File: src/rtl/led_bank_arbiter_pkg.sv
// Shared definitions for the LED bank blocks: FSM state encoding, LED bus width
// and the active-high to active-low pin conversion.
package led_bank_arbiter_pkg;

  localparam int               LED_W       = 8;
  localparam logic [LED_W-1:0] LED_ALL_OFF = 8'hFF;

  typedef enum logic [1:0] {
    ST_IDLE    = 2'd0,
    ST_GRANT   = 2'd1,
    ST_RELEASE = 2'd2
  } state_t;

  // The pins are active-low, so a lit pattern bit drives its pin to 0.
  function automatic logic [LED_W-1:0] to_pins(input logic [LED_W-1:0] pattern);
    return pattern ^ LED_ALL_OFF;
  endfunction

endpackage

File: src/rtl/led_bank_arbiter_ms_tick_gen.sv
// Free-running prescaler that produces a one-cycle tick every PRESCALE clocks.
// Shared by the LED blocks as their millisecond time base.
module ms_tick_gen #(
  parameter int PRESCALE = 133000
) (
  input  logic clk,
  input  logic rst_n,
  output logic o_tick
);

  localparam int CNT_W = (PRESCALE > 1) ? $clog2(PRESCALE) : 1;

  logic [CNT_W-1:0] r_cnt;

  assign o_tick = (r_cnt == CNT_W'(PRESCALE - 1));

  // NOTE: state registers use non-blocking assignments so every flop samples
  // the values from before the edge, regardless of block evaluation order.
  always_ff @(posedge clk or negedge rst_n) begin
    if (!rst_n)      r_cnt <= '0;
    else if (o_tick) r_cnt <= '0;
    else             r_cnt <= r_cnt + 1'b1;
  end

endmodule

File: src/rtl/led_bank_arbiter.sv
// Round-robin arbiter sharing the board LED bank between NREQ pattern sources,
// with a minimum visible hold time and a contention-only maximum hold time.
module led_bank_arbiter
  import led_bank_arbiter_pkg::*;
#(
  parameter int               NREQ       = 4,
  parameter int               PRESCALE   = 133000,
  parameter int               HOLD_MS    = 250,
  parameter int               TIMEOUT_MS = 2000,
  parameter logic [LED_W-1:0] IDLE_PAT   = 8'h00
) (
  input  logic                  osc_clk,
  input  logic                  rst_n,
  input  logic [NREQ-1:0]       req,
  input  logic [NREQ*LED_W-1:0] pat,
  output logic [NREQ-1:0]       gnt,
  output logic [LED_W-1:0]      LED,
  output logic                  busy
);

  localparam int IDX_W = $clog2(NREQ);
  localparam int MS_W  = $clog2(TIMEOUT_MS + 1);

  logic                        r_rst_sync;
  logic                        w_rst_n;
  logic                        w_tick;
  logic [NREQ-1:0][LED_W-1:0]  w_pats;

  state_t                      r_state,  w_state_nxt;
  logic [NREQ-1:0]             r_gnt,    w_gnt_nxt;
  logic [LED_W-1:0]            r_led,    w_led_nxt;
  logic [IDX_W-1:0]            r_owner,  w_owner_nxt;
  logic [IDX_W-1:0]            r_rr_ptr, w_rr_nxt;
  logic [MS_W-1:0]             r_ms_cnt, w_ms_nxt;
  logic [IDX_W-1:0]            w_winner;
  logic [NREQ-1:0]             w_owner_oh;
  logic                        w_release;

  // First set request at or after ptr, wrapping; ptr itself when none is set.
  function automatic logic [IDX_W-1:0] rr_pick(input logic [NREQ-1:0]  r,
                                               input logic [IDX_W-1:0] ptr);
    logic found;
    int   idx;
    rr_pick = ptr;
    found   = 1'b0;
    for (int k = 0; k < NREQ; k++) begin
      idx = (int'(ptr) + k) % NREQ;
      if (!found && r[idx]) begin
        found   = 1'b1;
        rr_pick = IDX_W'(idx);
      end
    end
  endfunction

  // Assertion is immediate through the async clear; release waits for a clock edge.
  always_ff @(posedge osc_clk or negedge rst_n) begin
    if (!rst_n) r_rst_sync <= 1'b0;
    else        r_rst_sync <= 1'b1;
  end
  assign w_rst_n = r_rst_sync;

  ms_tick_gen #(.PRESCALE(PRESCALE)) u_ms_tick_gen (
    .clk    (osc_clk),
    .rst_n  (w_rst_n),
    .o_tick (w_tick)
  );

  assign w_pats     = pat;
  assign w_winner   = rr_pick(req, r_rr_ptr);
  assign w_owner_oh = NREQ'(1) << r_owner;
  assign w_release  = (!req[r_owner] && (r_ms_cnt >= MS_W'(HOLD_MS))) ||
                      ((r_ms_cnt >= MS_W'(TIMEOUT_MS)) && |(req & ~w_owner_oh));

  // NOTE: every signal assigned here gets its hold value first, so no path
  // through the case leaves one unassigned and no latch is inferred.
  always_comb begin
    w_state_nxt = r_state;
    w_gnt_nxt   = r_gnt;
    w_led_nxt   = r_led;
    w_owner_nxt = r_owner;
    w_rr_nxt    = r_rr_ptr;
    w_ms_nxt    = r_ms_cnt;
    unique case (r_state)
      ST_IDLE: begin
        if (|req) begin
          w_state_nxt = ST_GRANT;
          w_owner_nxt = w_winner;
          w_gnt_nxt   = NREQ'(1) << w_winner;
          w_led_nxt   = to_pins(w_pats[w_winner]);
          w_ms_nxt    = '0;
        end else begin
          w_led_nxt   = to_pins(IDLE_PAT);
        end
      end
      ST_GRANT: begin
        if (w_tick && (r_ms_cnt != MS_W'(TIMEOUT_MS)))
          w_ms_nxt = r_ms_cnt + 1'b1;
        // Once the owner drops its request the last shown pattern stays frozen.
        if (req[r_owner])
          w_led_nxt = to_pins(w_pats[r_owner]);
        if (w_release) begin
          w_state_nxt = ST_RELEASE;
          w_gnt_nxt   = '0;
        end
      end
      ST_RELEASE: begin
        w_state_nxt = ST_IDLE;
        w_rr_nxt    = (r_owner == IDX_W'(NREQ - 1)) ? '0 : r_owner + 1'b1;
      end
      default: w_state_nxt = ST_IDLE;
    endcase
  end

  always_ff @(posedge osc_clk or negedge w_rst_n) begin
    if (!w_rst_n) begin
      r_state  <= ST_IDLE;
      r_gnt    <= '0;
      r_led    <= to_pins(IDLE_PAT);
      r_owner  <= '0;
      r_rr_ptr <= '0;
      r_ms_cnt <= '0;
    end else begin
      r_state  <= w_state_nxt;
      r_gnt    <= w_gnt_nxt;
      r_led    <= w_led_nxt;
      r_owner  <= w_owner_nxt;
      r_rr_ptr <= w_rr_nxt;
      r_ms_cnt <= w_ms_nxt;
    end
  end

  assign gnt  = r_gnt;
  assign LED  = r_led;
  assign busy = (r_state != ST_IDLE);

endmodule
File: config.mk
export PLATFORM = sky130hd
export DESIGN_NAME = led_bank_arbiter
export DESIGN_NICKNAME = d
export VERILOG_FILES = /design/src/rtl/led_bank_arbiter_pkg.sv /design/src/rtl/led_bank_arbiter_ms_tick_gen.sv /design/src/rtl/led_bank_arbiter.sv
export SDC_FILE = /design/constraint.sdc
export NUM_CORES = 1
export LEC_CHECK = 0
export CAP_MARGIN = 10
export CORE_MARGIN = 8
export CORE_UTILIZATION = 45
export CTS_CLUSTER_DIAMETER = 30
export CTS_CLUSTER_SIZE = 14
export DETAILED_ROUTE_END_ITERATION = 8
export GPL_TIMING_DRIVEN = 1
export PLACE_DENSITY_LB_ADDON = 0.12
export SKIP_LAST_GASP = 1
export SYNTH_ARGS = -nofsm -noshare
export SYNTH_HDL_FRONTEND = slang
export SYNTH_HIERARCHICAL = 1
export SYNTH_SLANG_ARGS = --single-unit
File: constraint.sdc
create_clock -name osc_clk -period 2.9 [get_ports osc_clk]
set_clock_uncertainty 0.15 [all_clocks]
set_input_delay 0.435 -clock osc_clk [delete_from_list [all_inputs] [get_ports osc_clk]]
set_output_delay 0.435 -clock osc_clk [all_outputs]
set_load 0.02 [all_outputs]
[Word level (Yosys, flattened, before mapping)]
Cells that the tools add are included.
Widths: inputs -> output; s select.
Operators by class
  add/subtract/negate cells: 6
  multipliers: 0
  div/mod/pow operators: 0
  order comparisons: 8
  eq/ne operators: 9
  shift-type cells: 2
  muxes and demuxes: 37
  bitwise gates (word level): 7
  reduce and logical (&&, ||, !) cells: 24
Operator list (number)
  $bmux 8 s2: 2
  $mux 8: 4
  $mux 11: 2
  $pmux 11 s2: 1
  $add 18x1->18 const B: 1
  $eq 18x18->1 const B: 1
  $mux 18: 1
  $not 8->8: 2
  $pmux 8 s2: 1
  $lt 3x4->1 const B: 3
  $mux 2: 6
  $add 11x1->11 const B: 1
  $ge 11x11->1 const B: 1
  $ge 11x8->1 const B: 1
  $mux 1: 11
  $ne 11x11->1 const B: 1
  $bmux 1 s2: 5
  $lt 2x3->1 const B: 3
  $mux 4: 2
  $ne 2x2->1 const B: 4
  $pmux 4 s2: 1
  $reduce_or 4->1: 2
  $shl 1x2->4 const A: 2
  $logic_and 1x1->1: 6
  other kinds (15): 29
Word-level totals
  register bits after elaboration: 48
  bits in latches: 0
  memory bits (writable): 0
  bits in read-only memories: 0
  input bits: 38
  logic and storage cells: 101
  memories kept: 0

[Logic depth before layout (Yosys ltp)]
  depth in word-level cells: 19
  depth in mapped cells: 9
  mapped depth without buffers: 9

[Cells and area by module]
The synthesis kept the hierarchy.
By module, submodules not included
  led_bank_arbiter: instances 1, cells each 226, area each 2194.6 um^2, seq. area each 760.7 um^2
  ms_tick_gen: instances 1, cells each 81, area each 882.1 um^2, seq. area each 450.4 um^2

[Worst setup path before layout]
Ideal clock, no wire load.
  path kind: register to register
  from: register u_ms_tick_gen.r_cnt[0]
  to: register r_ms_cnt[5]
  library setup time: 0.079 ns
  arrival: 2.038 ns
  data required time: 2.671 ns
  setup slack: 0.634 ns
  cell stages (with the launch flop): 9
  clock period less this slack: 2.266 ns
  cell sequence: dfrtp_1 -> ha_1 -> nor4bb_1 -> nand4_1 -> nor2_4 -> nand2b_1 -> o2111ai_2 -> or3_1 -> a21oi_1
On the way
  cells in the longest elaborated chain, start to end: 4
RTL lines
  start: declaration: RTL line led_bank_arbiter_ms_tick_gen.sv:13  | logic [CNT_W-1:0] r_cnt;
  start signal: assignment: RTL line led_bank_arbiter_ms_tick_gen.sv:22  | else r_cnt <= r_cnt + 1'b1;
  $eq 18x18->1: RTL line led_bank_arbiter_ms_tick_gen.sv:15  | assign o_tick = (r_cnt == CNT_W'(PRESCALE - 1));
  net w_tick: RTL line led_bank_arbiter.sv:26  | logic w_tick;
  $logic_and 1x1->1: RTL line led_bank_arbiter.sv:96  | if (w_tick && (r_ms_cnt != MS_W'(TIMEOUT_MS)))
  $ne 2x2->1 (no line)
  $reduce_and 3->1 (no line)
  end signal: assignment: RTL line led_bank_arbiter.sv:128  | r_ms_cnt <= w_ms_nxt;
  end: declaration: RTL line led_bank_arbiter.sv:34  | logic [MS_W-1:0] r_ms_cnt, w_ms_nxt;
The timed path passes the listed nets, and every way through them passes these cells.
A chain may end at the register's enable or synchronous reset.

[Final worst setup path]
  from: input port req[3]
  to: register r_led[5] (netlist: LED[5])
On the way
  cells in the longest elaborated chain, start to end: 17
  elaborated cells on any way between the ends: 33
  classes of those cells: eq/ne (1); mux (23); bitwise (1); reduce/logical (8)
RTL lines
  start: declaration: RTL line led_bank_arbiter.sv:14  | input logic [NREQ-1:0] req,
  $bmux 1 s2: RTL line led_bank_arbiter.sv:48  | if (!found && r[idx]) begin
  $mux 1 (not written as such): RTL line led_bank_arbiter.sv:48
  $mux 1: RTL line led_bank_arbiter.sv:48
  $logic_not 1->1: RTL line led_bank_arbiter.sv:48
  $logic_and 1x1->1: RTL line led_bank_arbiter.sv:48
  $mux 1: RTL line led_bank_arbiter.sv:48
  $logic_not 1->1: RTL line led_bank_arbiter.sv:48
  $logic_and 1x1->1: RTL line led_bank_arbiter.sv:48
  $mux 1: RTL line led_bank_arbiter.sv:48
  $logic_not 1->1: RTL line led_bank_arbiter.sv:48
  $logic_and 1x1->1: RTL line led_bank_arbiter.sv:48
  $mux 2: RTL line led_bank_arbiter.sv:48
  $bmux 8 s2: RTL line led_bank_arbiter.sv:89  | w_led_nxt = to_pins(w_pats[w_winner]);
  $mux 8 (not written as such): RTL line led_bank_arbiter.sv:89
  $not 8->8 (no line)
  $mux 8: RTL line led_bank_arbiter.sv:85  | if (|req) begin
  $pmux 8 s2: RTL line led_bank_arbiter.sv:83  | unique case (r_state)
  end signal: assignment: RTL line led_bank_arbiter.sv:118  | r_led <= to_pins(IDLE_PAT);
  end signal: assignment: RTL line led_bank_arbiter.sv:125  | r_led <= w_led_nxt;
  end: declaration: RTL line led_bank_arbiter.sv:31  | logic [LED_W-1:0] r_led, w_led_nxt;
Several ways; a longest one is shown, not always the timed one. The select of a mux whose other input is x is not followed.

==> key figures <==
Synth
  • Seq cells post-synth: 48
  • Yosys warns: 6
  • Synthesized area per cell: 10.0 um^2
  • Number of synthesized flops with an enable pin: 0
  • Post-synth top flop: dfrtp_1
  • Syn nets: 352
  • Mapped Area: 0.00308 mm^2
  • Instance count of the mapped netlist: 307
  • Synth async-reset ratio: 100%
  • Sequential area share after synthesis: 39.4%
  • Yosys cell types: 58

Critical path
  • CP Capture Type: flop
  • RR Endpoint: r_ms_cnt[5]
  • CP Max Fanout: 14
  • Slowest stage delay, CP: 0.88 ns
  • Crit Path Category: input pin to flop
  • Worst endpoint required time: 2.99 ns
  • Endpoint arrival time on the critical path: 2.57 ns
  • Worst setup SP type: input pin
  • R2R depth: 8
  • CP Cell Sequence: clkdlybuf4s50_1, or4_1, nor2b_1, o21ai_0, a21oi_1, a31oi_1
  • Reg2reg start: u_ms_tick_gen/r_cnt[0]
  • Kind of cell adding the most delay to the critical path: simple AND/OR/NAND/NOR gates
  • R2R Setup Slk: 0.46 ns
  • Critical path buffer and inverter count: 1
  • Slowest-stage cell, CP: nor2b_1

Place
  • DP Cell Count: 438
  • Post-DP HPWL: 5510 um
  • Final GP Congestion: 0.839
  • Dpl cell area: 0.00371 mm^2
  • PortBufs: 50

Pwr
  • PD cells: 499 mW/mm^2
  • Static Leak: 1.50 nW
  • VDD IR-drop max: 316 uV
  • Overall Power: 0.00191 W

Clocking
  • Post-CTS Setup Bufs: 0
  • TritonCTS clock tree: done
  • Worst skew pair latency: 0.31 ns
  • CTS buffer count: 5
  • Hold Buf Count CTS: 0
  • Clock Tree Root: clkbuf_8
  • Clock Sinks: 48
  • H-tree levels: 2
  • Clock Tree Buf Depth: 2
  • Post-cts resize count: 0
  • Clk slew on worst S/H paths: 0.09 ns

Final layout
  • Area growth syn-to-layout: 24.2%
  • Final core occ: 56.9%
  • Share of post-route cells with drive strength above 1: 16.7%
  • Antenna cells: 0
  • Final cell count without fillers: 446
  • Post-layout net count: 410
  • Fill count: 603
  • Post-route cell area: 0.00382 mm^2

Timing
  • Final hold vios: 0
  • Pins Over Slew Limit: 0
  • RSZ-0062 raised after global routing: false
  • Minimum clock period: 2.48 ns
  • Rel. slew slack: 24.9%
  • Final setup fails: 0
  • Final period util: 85.4%
  • Total Neg Setup Slack: 0 ns
  • Max frequency: 404 MHz
  • Slew @ Worst Pin: 1.12 ns

Routing
  • Met3 wire length: 249 um
  • First-pass iteration count of the detailed router: 4
  • Vias per inst: 5.63
  • Drt drc: 0
  • Vias: 2513
  • Initial DRC count: 92
  • DR WL/cell: 16.2 um
  • Detailed-routing wirelength on met1: 3260 um
  • ANT nets after route: 0
  • Top sig layer: met4
  • Post-Route WL: 7230 um
  • Met2 wire len: 3610 um

Global route
  • Vias in the first global route: 2513
  • Largest net degree at the start of global routing: 48
  • Global-route wire length before repair: 12300 um
  • GRT overflow: 0
  • Gr usage total: 15.6%
  • Initial antenna violation count: 0

Status
  • Status: finished, final reports clean

Floorplanning
  • Starting Density: 45.8%
  • FP Rows: 30
  • Die area: 0.00974 mm^2
  • Die Wd: 98.7 um
  • Core ar.: 0.00672 mm^2
  • I/O pins: 51
  • Die H: 98.7 um

Worst hold path
  • Hold WC Path Type: input pin to asynchronous set/reset pin

Run
  • Max-cap violation count: 0
how the worst max path moves through the flow:
stage | to | from | slack (ns) | cells after the start
2_1_floorplan | r_ms_cnt[5] | u_ms_tick_gen/r_cnt[0] | 0.63 | 8
6_report | LED[5] | req[3] | 0.42 | 6
5_1_grt | LED[6] | req[3] | 0.18 | 6
3_3_place_gp | LED[5] | req[3] | 0.11 | 6
3_5_place_dp | LED[5] | req[3] | 0.08 | 6
4_1_cts | LED[5] | req[3] | 0.42 | 6
flip-flops by register name (all words and copies together) (netlist names):
signal	cells
u_ms_tick_gen/r_cnt	18
r_ms_cnt	11
LED	8
gnt	4
r_owner	2
r_rr_ptr	2
r_state	2
r_rst_sync	1
synth_stat cells, drive strengths merged (2+ instances only):
cell     count  area, um^2
a31oi        9        56.3
inv         16        60.1
o31ai        2        15.0
or3          5        36.3
o22ai        7        43.8
mux2i        3        30.0
dfstp        8         210
nor2b       11        68.8
ha           7        87.6
o21ai       16        80.1
xnor2       13         114
a21oi       11        70.1
and2b        2        15.0
buf          6        36.3
nand3       13        65.1
nand2b       5        31.3
xor2         7        61.3
o211ai       4        30.0
nand4        7        58.8
dfrtp       40        1000
nand2       27         101
and2         2        12.5
mux4        14         315
nor2        28         118
nor3        12        70.1
clkbuf       4        15.0
a2bb2oi      2        30.0
and3         2        13.8
o2111ai      6        58.8
where the power goes:
group / internal (W) / switching, W
combinational: 0.000305 / 0.000255
sequential: 0.000769 / 0.0000856
clock: 0.000255 / 0.000237
total: 0.00133 / 0.000578
placed cells by master, fill, tap and decap left out, types with 2 or more instances in the layout:
| master | netlist | routed |
|---|---|---|
| a21oi_1 | 7 | 7 |
| a21oi_2 | 4 | 4 |
| a2bb2oi_2 | 2 | 2 |
| a31oi_1 | 9 | 9 |
| and2_1 | 2 | 2 |
| and2b_1 | 2 | 2 |
| buf_4 | 0 | 11 |
| clkbuf_8 | 0 | 5 |
| clkdlybuf4s50_1 | 0 | 50 |
| dfrtp_1 | 40 | 39 |
| dfstp_2 | 8 | 8 |
| ha_1 | 7 | 7 |
| inv_1 | 15 | 15 |
| mux2i_1 | 3 | 3 |
| mux4_2 | 14 | 14 |
| nand2_1 | 27 | 27 |
| nand2b_1 | 5 | 5 |
| nand3_1 | 13 | 13 |
| nand4_1 | 6 | 6 |
| nor2_1 | 25 | 25 |
| nor2_2 | 2 | 2 |
| nor2b_1 | 11 | 11 |
| nor3_1 | 10 | 10 |
| nor3_2 | 2 | 2 |
| o2111ai_1 | 5 | 5 |
| o211ai_1 | 4 | 4 |
| o21ai_0 | 6 | 6 |
| o21ai_1 | 10 | 10 |
| o22ai_1 | 7 | 7 |
| o31ai_1 | 2 | 2 |
| or3_1 | 4 | 4 |
| xnor2_1 | 13 | 13 |
| xor2_1 | 7 | 7 |
routing by layer:
metal	vias to the layer above	track usage [%]
met3	8	3.24
met4	0	5.43
met2	47	26.3
met5	-	0
li1	1249	-
met1	1209	19.2
cell families after synthesis:
| group | share of synthesized area (%) |
|---|---|
| simple gates | 21.6 |
| compound gates | 15.1 |
| flops | 39.4 |
| buf+inv | 3.62 |
| xor+xnor | 5.69 |
| mux | 11.6 |
| fa+ha+maj | 2.85 |
| other cells | 0.122 |
stage by stage:
stage               worst slack [ns]  hold WS [ns]
global placement               0.114         0.341
CTS                            0.420         0.106
finish                         0.422         0.115
floorplan                      0.634       -0.0106
global route                   0.181        0.0972
detailed placement            0.0771         0.343
final cells by class:
class	count	area, um^2	share of cell area [%]
inverter	16	60.1	1.57
timing repair buffer	61	583	15.3
clock inverter	3	42.5	1.11
clock buffer	5	68.8	1.80
tap	80	100	2.62
multi-input combinational	233	1750	45.9
sequential	48	1210	31.7
Note: power is estimated with default switching activity, not from simulation.
